===== src/rtl/qa_frame_release_if.sv =====
// Shared types and the release-write handshake interface for qa_frame_release.
// Address field widths here must match frame_reader.
package qa_frame_release_pkg;

    localparam int unsigned QA_LOG_FRAME_BASE_POINTER = 26;
    localparam int unsigned QA_LOG_FRAME_NUMBER       = 4;
    localparam int unsigned QA_LOG_FRAME_CHUNKS       = 2;
    localparam int unsigned ADDR_W  = QA_LOG_FRAME_BASE_POINTER + QA_LOG_FRAME_NUMBER
                                    + QA_LOG_FRAME_CHUNKS;
    localparam int unsigned MDATA_W = 16;
    localparam int unsigned DATA_W  = 512;
    localparam int unsigned RTYPE_W = 4;

    typedef logic [RTYPE_W-1:0] req_type_t;
    localparam req_type_t WR_LINE = 4'h1;
    localparam req_type_t RD_LINE = 4'h4;

    typedef struct packed {
        logic afu_en;
    } t_CSR_AFU_STATE;

    typedef struct packed {
        req_type_t            request_type;
        logic [ADDR_W-1:0]    address;
        logic [MDATA_W-1:0]   mdata;
    } tx_header_t;

    typedef struct packed {
        logic request;
    } arb_req_t;

    typedef struct packed {
        arb_req_t             read;
        arb_req_t             write;
        tx_header_t           read_header;
        tx_header_t           write_header;
        logic [DATA_W-1:0]    data;
    } frame_arb_t;

    typedef struct packed {
        logic reader_grant;
        logic writer_grant;
    } channel_grant_arb_t;

endpackage

interface qa_frame_release_if;
    import qa_frame_release_pkg::*;

    logic               release_frame;
    channel_grant_arb_t write_grant;
    frame_arb_t         frame_reader;

    modport master (output release_frame, output write_grant, input frame_reader);
    modport slave  (input release_frame, input write_grant, output frame_reader);
endinterface


===== src/rtl/qa_frame_release.sv =====
// Returns consumed read frames to the host: one header-line write per release pulse.
// Optional simulation checks are enabled by defining FRAME_RELEASE_DEBUG_EN.
module qa_frame_release
    import qa_frame_release_pkg::*;
#(
    parameter int unsigned MAX_PENDING            = 8,
    parameter int unsigned LOG_FRAME_BASE_POINTER = QA_LOG_FRAME_BASE_POINTER,
    parameter int unsigned LOG_FRAME_NUMBER       = QA_LOG_FRAME_NUMBER,
    parameter int unsigned LOG_FRAME_CHUNKS       = QA_LOG_FRAME_CHUNKS
) (
    input  logic                              clk,
    input  logic                              resetb,
    input  t_CSR_AFU_STATE                    csr,
    input  logic [LOG_FRAME_BASE_POINTER-1:0] frame_base_pointer,
    qa_frame_release_if.slave                 fr_if
);

    localparam int unsigned PEND_W = $clog2(MAX_PENDING + 1);

    logic [PEND_W-1:0]           pending_q, pending_d;
    logic [LOG_FRAME_NUMBER-1:0] frame_q, frame_d;
    logic                        req_q, req_d;
    logic                        grant_c;
    logic                        full_c;
    tx_header_t                  hdr_c;
    logic                        unused_c;

    assign unused_c = fr_if.write_grant.reader_grant;
    assign grant_c  = fr_if.write_grant.writer_grant & req_q;
    assign full_c   = (pending_q == PEND_W'(MAX_PENDING));

    // Pending count, frame pointer and registered request for the next cycle
    always_comb begin
        pending_d = pending_q;
        frame_d   = frame_q;
        req_d     = 1'b0;
        if (!csr.afu_en) begin
            pending_d = '0;
            frame_d   = '0;
        end else begin
            if (fr_if.release_frame && !grant_c && !full_c) begin
                pending_d = pending_q + PEND_W'(1);
            end else if (!fr_if.release_frame && grant_c) begin
                pending_d = pending_q - PEND_W'(1);
            end
            if (grant_c) begin
                frame_d = frame_q + LOG_FRAME_NUMBER'(1);
            end
            req_d = (pending_d != '0);
        end
    end

    always_ff @(posedge clk or posedge resetb) begin
        if (resetb) begin
            pending_q <= '0;
            frame_q   <= '0;
            req_q     <= 1'b0;
        end else begin
            pending_q <= pending_d;
            frame_q   <= frame_d;
            req_q     <= req_d;
        end
    end

    // Header targets chunk 0 of the oldest unreleased frame; all-zero while idle
    always_comb begin
        hdr_c = '0;
        if (req_q) begin
            hdr_c.request_type = WR_LINE;
            hdr_c.address      = ADDR_W'({frame_base_pointer, frame_q,
                                          {LOG_FRAME_CHUNKS{1'b0}}});
        end
    end

    always_comb begin
        fr_if.frame_reader               = '0;
        fr_if.frame_reader.write.request = req_q;
        fr_if.frame_reader.write_header  = hdr_c;
    end

`ifdef FRAME_RELEASE_DEBUG_EN
    always @(posedge clk) begin
        if (!resetb && csr.afu_en) begin
            if (grant_c) begin
                $display("qa_frame_release: frame %0d released, address %0h",
                         frame_q, hdr_c.address);
            end
            if (fr_if.release_frame && full_c) begin
                $error("qa_frame_release: release with %0d releases already pending",
                       MAX_PENDING);
            end
            if (fr_if.write_grant.writer_grant && !req_q) begin
                $error("qa_frame_release: write grant without a request");
            end
        end
    end
`endif

endmodule


===== src/flat_wrapper.sv =====
// flat-port wrapper written by rule: the top's interface ports become plain ports
module qa_frame_release_flat import qa_frame_release_pkg::*;
#(
    parameter int unsigned MAX_PENDING            = 8,
    parameter int unsigned LOG_FRAME_BASE_POINTER = QA_LOG_FRAME_BASE_POINTER,
    parameter int unsigned LOG_FRAME_NUMBER       = QA_LOG_FRAME_NUMBER,
    parameter int unsigned LOG_FRAME_CHUNKS       = QA_LOG_FRAME_CHUNKS
)
  (clk, resetb, csr, frame_base_pointer, fr_if_release_frame, fr_if_write_grant, fr_if_frame_reader);
  qa_frame_release_if fr_if_i ();
  input  logic clk;
  input  logic resetb;
  input  t_CSR_AFU_STATE csr;
  input  logic [LOG_FRAME_BASE_POINTER-1:0] frame_base_pointer;
  input wire logic [$bits(fr_if_i.release_frame)-1:0] fr_if_release_frame;
  input wire logic [$bits(fr_if_i.write_grant)-1:0] fr_if_write_grant;
  output wire logic [$bits(fr_if_i.frame_reader)-1:0] fr_if_frame_reader;
  assign fr_if_i.release_frame = fr_if_release_frame;
  assign fr_if_i.write_grant = fr_if_write_grant;
  assign fr_if_frame_reader = fr_if_i.frame_reader;
  qa_frame_release #(.MAX_PENDING(MAX_PENDING), .LOG_FRAME_BASE_POINTER(LOG_FRAME_BASE_POINTER), .LOG_FRAME_NUMBER(LOG_FRAME_NUMBER), .LOG_FRAME_CHUNKS(LOG_FRAME_CHUNKS)) u_core (.clk(clk), .resetb(resetb), .csr(csr), .frame_base_pointer(frame_base_pointer), .fr_if(fr_if_i));
endmodule

===== config.mk =====
export PLATFORM = sky130hd
export DESIGN_NAME = qa_frame_release_flat
export DESIGN_NICKNAME = d
export VERILOG_FILES = /design/src/rtl/qa_frame_release_if.sv /design/src/rtl/qa_frame_release.sv /design/src/flat_wrapper.sv
export SDC_FILE = /design/constraint.sdc
export NUM_CORES = 1
export LEC_CHECK = 0
export ABC_AREA = 1
export CAP_MARGIN = 20
export CORE_AREA = 2 2 254 256
export CTS_CLUSTER_DIAMETER = 40
export DETAILED_ROUTE_END_ITERATION = 16
export DIE_AREA = 0 0 256 258
export PLACE_DENSITY = 0.36
export REMOVE_ABC_BUFFERS = 1
export SLEW_MARGIN = 40
export SYNTH_ARGS = -nofsm -noshare
export SYNTH_HDL_FRONTEND = slang
export SYNTH_SLANG_ARGS = --single-unit

===== constraint.sdc =====
create_clock -name clk -period 1.2 [get_ports clk]
set_input_delay 0.12 -clock clk [delete_from_list [all_inputs] [get_ports clk]]
set_output_delay 0.12 -clock clk [all_outputs]
set_load 0.02 [all_outputs]

[Word-level counts from Yosys, hierarchy flattened]
Cells that the tools add are included.
Word-level totals
  register bits: 9
  bits of input ports: 32
  output and inout port bits: 618
  word-level logic and storage cells: 24
Operators by class
  $add $sub $neg: 3
  equality and inequality tests: 2
  multiplexer cells: 8
  bitwise logic cells: 1
  reductions and logical operators: 7
Operators with widths (number)
  two-way mux 33 bit: 1
  two-way mux 4 bit: 6
  adder 4 x 1 -> 4 bit, second input constant: 2
  equality test 4 bit, second input constant: 1
  nonzero test 4 bit: 1
  subtractor 4 x 1 -> 4 bit, second input constant: 1
  logical AND 1 bit: 3
  zero test 1 bit: 3
  inequality test 2 x 1 -> 1 bit, second input constant: 1
  AND 1 bit: 1
  two-way mux 1 bit: 1

[Depth between registers and ports, before layout]
Gate-level depths: netlist of run 1.
  word-level depth: 8
  depth in mapped cells: 11

[Least setup slack after synthesis of run 1]
OpenSTA, ideal clock, no wires.
  kind: register -> register
  start point: register u_core.pending_q[0]
  end point: register u_core.req_q
  data arrival time: 1.125 ns
  path slack: -0.055 ns
  cell stages (with the launch flop): 8
  path buffers: 0
  clock period less this slack: 1.255 ns
  path through: dfrtp_1 -> inv_1 -> ha_1 -> nand3_1 -> nand2_1 -> nand3_1 -> nand3_1 -> nand4_1
Between the ends
  cells in the longest elaborated chain, start to end: 7
  elaborated cells on any way between the ends: 10
  those cells by class: 2 x add/sub; 1 x eq/ne; 4 x mux; 3 x reduce/logical
RTL lines
  start, declared: line qa_frame_release.sv:20  | logic [PEND_W-1:0] pending_q, pending_d;
  start signal, assigned: line qa_frame_release.sv:59  | pending_q <= pending_d;
  branches (longest 3 deep; another with subtractor 4 x 1 -> 4 bit)
  two-way mux 4 bit *: line qa_frame_release.sv:41  | if (fr_if.release_frame && !grant_c && !full_c) begin
  two-way mux 4 bit *: line qa_frame_release.sv:37  | if (!csr.afu_en) begin
  nonzero test 4 bit *: line qa_frame_release.sv:49  | req_d = (pending_d != '0);
  two-way mux 1 bit *: line qa_frame_release.sv:37
  via u_core.req_d: line qa_frame_release.sv:22  | logic req_q, req_d;
  end signal, assigned: line qa_frame_release.sv:61  | req_q <= req_d;
  end, declared: line qa_frame_release.sv:22
Mark *: on every way through the listed nets, which the timed path passes. The select of a mux whose other input is x is not followed.
A chain may end at the register's enable or synchronous reset.

[Worst setup path in the final report of run 1]
  start point: register u_core.req_q
  end point: output port fr_if_frame_reader[555]
Between the ends
  cells in the longest elaborated chain, start to end: 1
RTL lines
  two-way mux 33 bit: line qa_frame_release.sv:68  | if (req_q) begin
  end, declared: line flat_wrapper.sv:17  | output wire logic [$bits(fr_if_i.frame_reader)-1:0] fr_if_frame_reader;
Every way passes these cells.

==> results of run 1 <==
[flip-flops by register name, summed over array words and instances, names as in the netlist]
register	flops
u_core.frame_q	4
u_core.pending_q	4
u_core.req_q	1
[worst paths after layout]
check / startpoint / to / slack, ns / depth (start not counted)
worst max-delay path: u_core.req_q / fr_if_frame_reader[555] / -0.14 / 5
worst min-delay path: resetb / u_core.frame_q[3] / 0.19 / 2
worst max register to register: u_core.req_q / u_core.req_q / -0.09 / 7
worst min register to register: u_core.frame_q[2] / u_core.frame_q[2] / 0.56 / 2
max in group asynchronous: resetb / u_core.req_q / 0.68 / 2
min in group clk: u_core.frame_q[2] / u_core.frame_q[2] / 0.56 / 2
[cell usage after synthesis (2+ instances only)]
library cell | number | share of area
a21oi_1 | 2 | 0.0019
buf_4 | 588 | 0.85
clkbuf_1 | 3 | 0.0022
dfrtp_1 | 9 | 0.043
ha_1 | 3 | 0.0072
inv_1 | 46 | 0.033
nand2_1 | 54 | 0.039
nand3_1 | 9 | 0.0086
nand4_1 | 2 | 0.0024
nor2_1 | 5 | 0.0036
[cell type report]
class                           instances  area (sq um)  share of cell area
Multi-Input combinational cell        668          2801              0.5131
Timing Repair Buffer                   90          1095              0.2005
Tap cell                              855          1070              0.1959
Sequential cell                         9         226.5             0.04148
Inverter                               47         183.9             0.03368
Clock buffer                            4         78.83             0.01444
Antenna cell                            2         5.005           0.0009166
[layer usage]
layer | up-vias | share of wire | GRT usage
met4 | 14 | 0.0088 | 0.005848
met5 | - | 0.0081 | 0
met1 | 1127 | 0.34 | 0.02798
li1 | 1165 | - | -
met3 | 18 | 0.24 | 0.02493
met2 | 344 | 0.40 | 0.03246
[cells by family after synthesis]
kind of cell	Yosys count	share of synthesized area
adders and majority gates	3	0.007207
other	1	0.0007199
and+or+nand+nor	73	0.05789
AOI/OAI and AO/OA	5	0.005765
buffers and inverters	638	0.8835
xor gates and xnor gates	1	0.001682
DFF	9	0.04324
[critical path: stages, from the launching register on]
cell and delay, ns:
dfrtp_2 0.44, buf_12 0.16, buf_8 0.14, nand2_2 0.07, inv_2 0.05, buf_12 0.13
[cells in the final DEF (no fill, tap or decap), types with 2 or more instances in the layout]
cell             instances
nand2_4                  9
clkdlybuf4s50_1         30
ha_1                     2
clkbuf_16                3
nand4_1                  2
buf_6                   23
nand2_1                 21
nor2_1                   3
nor2_4                   3
conb_1                 586
buf_4                   16
nand3_1                  4
dfrtp_1                  8
nand2_2                 24
inv_2                   33
nand3_2                  4
buf_12                  20
diode_2                  2
inv_4                    3
inv_1                   11
[through the flow]
step / hold WS [ns] / cells
floorplan: -0.05208 / 724
global placement: 0.4570 / 1660
detailed placement: 0.4624 / 1660
CTS: 0.2135 / 1667
global route: 0.2317 / 1673
finish: 0.1872 / 1675
[repair_timing]
item | 4_1_cts | 5_1_grt
pin swaps | 1 | 4
endpoints found under the setup margin | 41 | 41
buffers inserted | 3 | 6
hold endpoints to repair | 0 | 0
gates cloned | 0 | 0
resized for setup | 89 | 98
[where the power goes]
group | switching [mW] | internal, mW
Sequential | 0.0544 | 0.355
Combinational | 3.16 | 1.59
Clock | 0.153 | 0.445
Total | 3.37 | 2.39
==> results_dict.tcl, run 1 <==
set metrics [dict create \
    status "complete, but fails checks" \
    violations "setup timing" \
    cts_sinks 9 \
    syn_area_per_cell_sq_um 7.135 \
    area.growth.synth_to_final_pct 4.828 \
    powerDensity_nw_per_um2 1055 \
    worstSetupStartpointType "flip-flop" \
    routed_wl_um 10370 \
    grt_setup_unrepaired "true" \
    dieHeight_um 258 \
    drc 0 \
    maxSlewViolCount 0 \
    cts_root_buf "clkbuf_16" \
    htree_levels 1 \
    peakVddDrop_mv 0.6504 \
    io_pins 650 \
    rows 93 \
    critPathKind "reg2out" \
    synth_seq_cells 9 \
    power.total_mw 5.763 \
    final.fill_count 7508 \
    yosysWarnings 0 \
    drt-pass1-iter-count 4 \
    hpwl_um 9977 \
    drive_gt1_frac 0.1785 \
    routedWlPerCell_um 6.192 \
    hp-class "in2async" \
    cts.hold.buffers_added 0 \
    route.vias.total 2668 \
    maxCapViolations 0 \
    fin_tns_setup_ns -3.523 \
    gp_congestion 0.7052 \
    synth_ff_type "dfrtp_1" \
    clk_latency_ns 0.24 \
    seq_area_frac_synth 0.04324 \
    end_kind "primary output" \
    fin_worst_skew_ns 0.006017 \
    fmax_ghz 0.7468 \
    place_area_sq_um 4989 \
    finalSetupViolCount 35 \
    start_util 0.08183 \
    design_area_sq_um 5460 \
    ys_types 19 \
    coreArea_sq_um 63650 \
    cp.arrival_ns 1.22 \
    portBuffers 62 \
    p_leak_nw 3.124 \
    grt_max_degree 11 \
    netlist_area_sq_um 5209 \
    grt_pass1_wl_um 11180 \
    cts_buffer_depth 2 \
    fin_nets 854 \
    synth_edf_count 0 \
    overflow 0 \
    drt_iter0_drc 34 \
    worstPathRequired_ns 1.08 \
    fp.dieW_um 256 \
    numCtsBuffers 3 \
    layout_setup_ws_ns -0.1390 \
    fin_util 0.08579 \
    place_ws_ns -0.2387 \
    async_flop_share 1.000 \
    clkSlewWorstSetupHoldPaths_ns 0.04 \
    netlist_instances 730 \
    antenna_found_initial 11 \
    fin_crit_sh 1.116 \
    critPathMaxFanout 7 \
    dieArea_sq_um 66050 \
    cts_tree "built" \
    hold_violations 0 \
    min_period_ns 1.339 \
    drtAntennaViolNets 0 \
    grt_pass1_vias 1446 \
    avgViaCountPerCell 1.593 \
    grtUsageTotal 0.02491 \
]
Power figures use the tool's default switching activity.
==> run 2, diff against run 1 <==
--- a/config.mk
+++ b/config.mk
@@ -13,7 +13,6 @@
 export DIE_AREA = 0 0 256 258
 export PLACE_DENSITY = 0.36
 export REMOVE_ABC_BUFFERS = 1
-export SLEW_MARGIN = 40
 export SYNTH_ARGS = -nofsm -noshare
 export SYNTH_HDL_FRONTEND = slang
 export SYNTH_SLANG_ARGS = --single-unit
==> results of run 2 <==
The final DEF is identical to that of run 1; final timing and power are the same.
==> patch 1 (settings of run 1) <==
`QA_LOG_FRAME_CHUNKS`: 2 -> 1.
--- a/src/rtl/qa_frame_release_if.sv
+++ b/src/rtl/qa_frame_release_if.sv
@@ -4,7 +4,7 @@
 
     localparam int unsigned QA_LOG_FRAME_BASE_POINTER = 26;
     localparam int unsigned QA_LOG_FRAME_NUMBER       = 4;
-    localparam int unsigned QA_LOG_FRAME_CHUNKS       = 2;
+    localparam int unsigned QA_LOG_FRAME_CHUNKS       = 1;
     localparam int unsigned ADDR_W  = QA_LOG_FRAME_BASE_POINTER + QA_LOG_FRAME_NUMBER
                                     + QA_LOG_FRAME_CHUNKS;
     localparam int unsigned MDATA_W = 16;
Ports: changed (resized fr_if_frame_reader); port bits go from 650 to 648. No check against the original RTL was run, so the function may have changed too.
==> patch 1 against run 1 <==
- the flow still finishes with violations (setup timing)
- design area fell by 0.50%
- synthesized area decreased by 0.29%
- total power increased by 0.68%
- sequential cell count is the same
- wire length up 2.5%
- utilization hardly changed
- non-clock buffer count up 2
- worst setup slack worse by 0.10 ns
==> patch 1: results (changes against run 1) <==
- Status: complete, but fails checks
- Failing checks: setup timing
- Total CTS buffers: 3 (unchanged)
- Wire length on met3: 1840 um (-25%)
- Signal buffers: 92 (+2.2%)
- Initial DRC count: 45 (+32%)
- Final Setup Violations: 41 (+17%)
- Post-route setup slack: -0.243 ns (-0.104 ns)
- Post-CTS setup buffers: 4 (+1)
- Worst-path clk slew: 0.04 ns (about the same)
- Final clock-cell share: 1.45% (+0.0073 points)
- Pin count of the biggest net entering global routing: 13 (+2)
- Gr usage total: 2.61% (+0.11 points)
- Setup TNS: -6.04 ns (-2.52 ns)
- Sequential area share after synthesis: 4.34% (+0.012 points)
- H-tree Lvls: 1 (unchanged)
- Detail Placement HPWL: 10,000 um (+0.31%)
- Initial antenna violation count: 13 (+2)
- Fillers: 7,525 (+0.23%)
- First-pass GRT wire length: 11,600 um (+3.5%)
- Multi-input combinational area share: 50.5% (-0.85 points)
- Synth top cells by count: 586 x buf_4, 54 x nand2_1, 46 x inv_1
- Yosys Warn Count: 0 (unchanged)
- DR WL met2: 4700 um (+12%)
- Pre-CTS setup slack: -0.226 ns (+0.0126 ns)
- Final Instance Count excl. Fillers: 1,674 (-0.060%)
- Area contributors post-synth: buf_4 85%, dfrtp_1 4.3%, nand2_1 3.9%
- GP Congestion: 0.700 (-0.71%)
- R2R depth: 8 (+1)
- Drt total wl: 10,600 um (+2.5%)
- I/O Buffers: 62 (unchanged)
- Min Hold Slack: 0.172 ns (-0.0152 ns)
- # Taps: 855 (unchanged)
- Post_cts resized: 129 (+45%)
- Multi-In Gates: 666 (-0.30%)
- Top flop regs: u_core.frame_q (4), u_core.pending_q (4), u_core.req_q (1)
- Vias in the first global route: 1,479 (+2.3%)
- Via count: 2,681 (+0.49%)
- P_leak: 3.14 nW (+0.44%)
- Layout cells sized above 1: 16.1% (-1.7 points)
- Buffering overhead: 20.8% (+0.79 points)
- Worst skew pair latency: 0.23 ns
- Crit path capture: fr_if_frame_reader[546]
- Met1 Wirelength: 3930 um (+10%)
- Synth cell types: 19 (unchanged)
- R2r endpoint: u_core.req_q$_DFF_PP0_
- Hold buffer count at cts: 0 (unchanged)
- Main synth FF type: dfrtp_1
- Worst reg2reg setup slack: -0.22 ns (-0.13 ns)
- Syn Inst Count: 728 (-0.27%)
- Worst VDD drop: 0.000809 V (+24%)
- Worst EP arrival: 1.32 ns (+0.10 ns)
- N_diodes: 1 (-1)
- Final setup skew: 0.00178 ns (-0.00424 ns)
- Crit-path max cell delay: 0.43 ns
- Final instance area: 5430 um^2 (-0.50%)
- Area post-placement: 4970 um^2 (-0.38%)
-- patch 1: cell types whose count changed in the layout (fill, tap and decap cells not counted), moves of 3 or more --
cell     delta
buf_6      -10
buf_4       +4
inv_1      +10
nand3_1     +3
nand2_1     +3
buf_2       +3
inv_2       -9
-- patch 1: cells by family after synthesis --
logic type	count (synthesis)	synth area share, %
fa+ha+maj	3	0.723
flops	9	4.34
compound gates	5	0.578
other cells	1	0.0722
buf+inv	636	88.3
simple gates	73	5.81
xor+xnor	1	0.169
-- patch 1: power breakdown --
part | switching [mW] | total, mW | internal, mW
clock network | 0.148 | 0.593 | 0.444
registers | 0.0554 | 0.411 | 0.355
logic | 3.13 | 4.80 | 1.67
total | 3.33 | 5.80 | 2.47
-- patch 1: routing by layer --
| metal | vias up | GRT usage [%] |
|---|---|---|
| li1 | 1172 | - |
| met1 | 1122 | 3.28 |
| met2 | 367 | 3.83 |
| met3 | 12 | 1.38 |
| met4 | 8 | 0.731 |
| met5 | - | 0 |
==> patch 2 (flow settings as in run 1) <==
Made on the original files. `pending_q` no longer has a reset.
--- a/src/rtl/qa_frame_release.sv
+++ b/src/rtl/qa_frame_release.sv
@@ -52,14 +52,16 @@
 
     always_ff @(posedge clk or posedge resetb) begin
         if (resetb) begin
-            pending_q <= '0;
             frame_q   <= '0;
             req_q     <= 1'b0;
         end else begin
-            pending_q <= pending_d;
             frame_q   <= frame_d;
             req_q     <= req_d;
         end
+    end
+
+    always_ff @(posedge clk) begin
+        pending_q <= pending_d;
     end
 
     // Header targets chunk 0 of the oldest unreleased frame; all-zero while idle
Function: changed (a bounded check fails within 4 cycles, from zero or initial values and one cycle with resetb high).
==> patch 2 against run 1 <==
- the flow still finishes with violations (setup timing)
- wire length grew 9.4%
- global-route usage grew 0.35 points
- non-clock buffer count decreased by 8
- largest power group unchanged
- critical path type unchanged
- hold slack lost 0.077 ns
- design area fell by 2.8%
- cell count shrank 0.84%
- worst setup slack worse by 0.019 ns
- largest cell class unchanged
- synthesized area is 0.14% lower
- sequential cell count unchanged
- total power shrank 7.2%
==> patch 2: results (changes against run 1) <==
- P_leak: 3.03 nW (-3.0%)
- Async set-reset flop share out of synthesis: 55.6% (-44 points)
- Area post-placement: 4950 um^2 (-0.85%)
- Failing checks: setup timing
- Layout cells sized above 1: 15.4% (-2.5 points)
- Sw Ratio: 59.5% (+1.0 points)
- Post-route setup slack: -0.158 ns (-0.0188 ns)
- DR WL/cell: 6.83 um (+10%)
- Status: complete, but fails checks
- R2R depth: 9 (+2)
- Post-synthesis average cell area: 7.15 um^2 (+0.27%)
- Worst VDD drop: 0.000411 V (-37%)
- N_diodes: 0 (-2)
- Synth top cells by count: 588 x buf_4, 47 x nand2_1, 42 x inv_1
- Pin count of the biggest net entering global routing: 15 (+4)
- GP Congestion: 0.633 (-10%)
- Sequential area share after synthesis: 3.95% (-0.38 points)
- Final net count: 842 (-1.4%)
- Detail Placement HPWL: 11,000 um (+11%)
- Min Hold Slack: 0.110 ns (-0.0770 ns)
- Area contributors post-synth: buf_4 85%, nand2_1 3.4%, inv_1 3.0%
- Vias/cell: 1.57 (-1.3%)
- Vias in the first global route: 1,344 (-7.1%)
- Final Setup Violations: 30 (-14%)
- Gr usage total: 2.85% (+0.35 points)
- Crit-path max cell delay: 0.41 ns (-0.03 ns)
- Slowest CP cell: dfrtp_1
- First-pass GRT wire length: 12,300 um (+10%)
- Initial DRC count: 22 (-35%)
==> patch 2: changes by cell type after synthesis, sizes merged, moves of 2 or more <==
cell | before | now
dfrtp | 9 | 5
nand2 | 55 | 49
nand3 | 9 | 13
nor2 | 6 | 9
inv | 47 | 43
o21ai | 1 | 3
dfxtp | 0 | 4
==> patch 2: kinds of logic (layout without fill, tap and decap cells) <==
logic type | count (synthesis) | count (layout) | synth area share, %
AND/OR/NAND/NOR | 74 | 74 | 6.33
buffers and inverters | 635 | 129 | 88.5
flip-flops | 9 | 9 | 3.95
other | 1 | 586 | 0.0721
AO/OA/AOI/OAI | 5 | 5 | 0.481
adder cells (fa/ha/maj) | 3 | 3 | 0.722
==> patch 2: layout make-up <==
class	count	area [um^2]	share of cell area, %
Inverter	43	171	3.23
Tap cell	855	1070	20.2
Multi-Input combinational cell	668	2740	51.7
Timing Repair Buffer	82	1040	19.6
Sequential cell	9	205	3.87
Clock buffer	4	78.8	1.49
==> patch 2: routing by layer <==
metal | GRT usage [%] | wire (um)
met1 | 3.14 | 3710
met4 | 0.439 | 97
met2 | 4.20 | 5150
met5 | 0 | 66
met3 | 2.45 | 2330
==> patch 2: what timing repair did <==
item | in CTS | in global routing
pin swaps | 0 | 9
buffers inserted | 1 | 6
setup endpoints to repair | 40 | 41
resized for setup | 102 | 53
==> patch 2: power by group through the flow <==
stage               registers [mW]  logic (mW)  clock network, mW
floorplan                    0.519        2.24                  0
global placement             0.405        3.88                  0
detailed placement           0.405        3.88                  0
CTS                          0.403        4.05              0.619
global route                 0.417        4.67              0.625
finish                       0.409        4.35              0.591
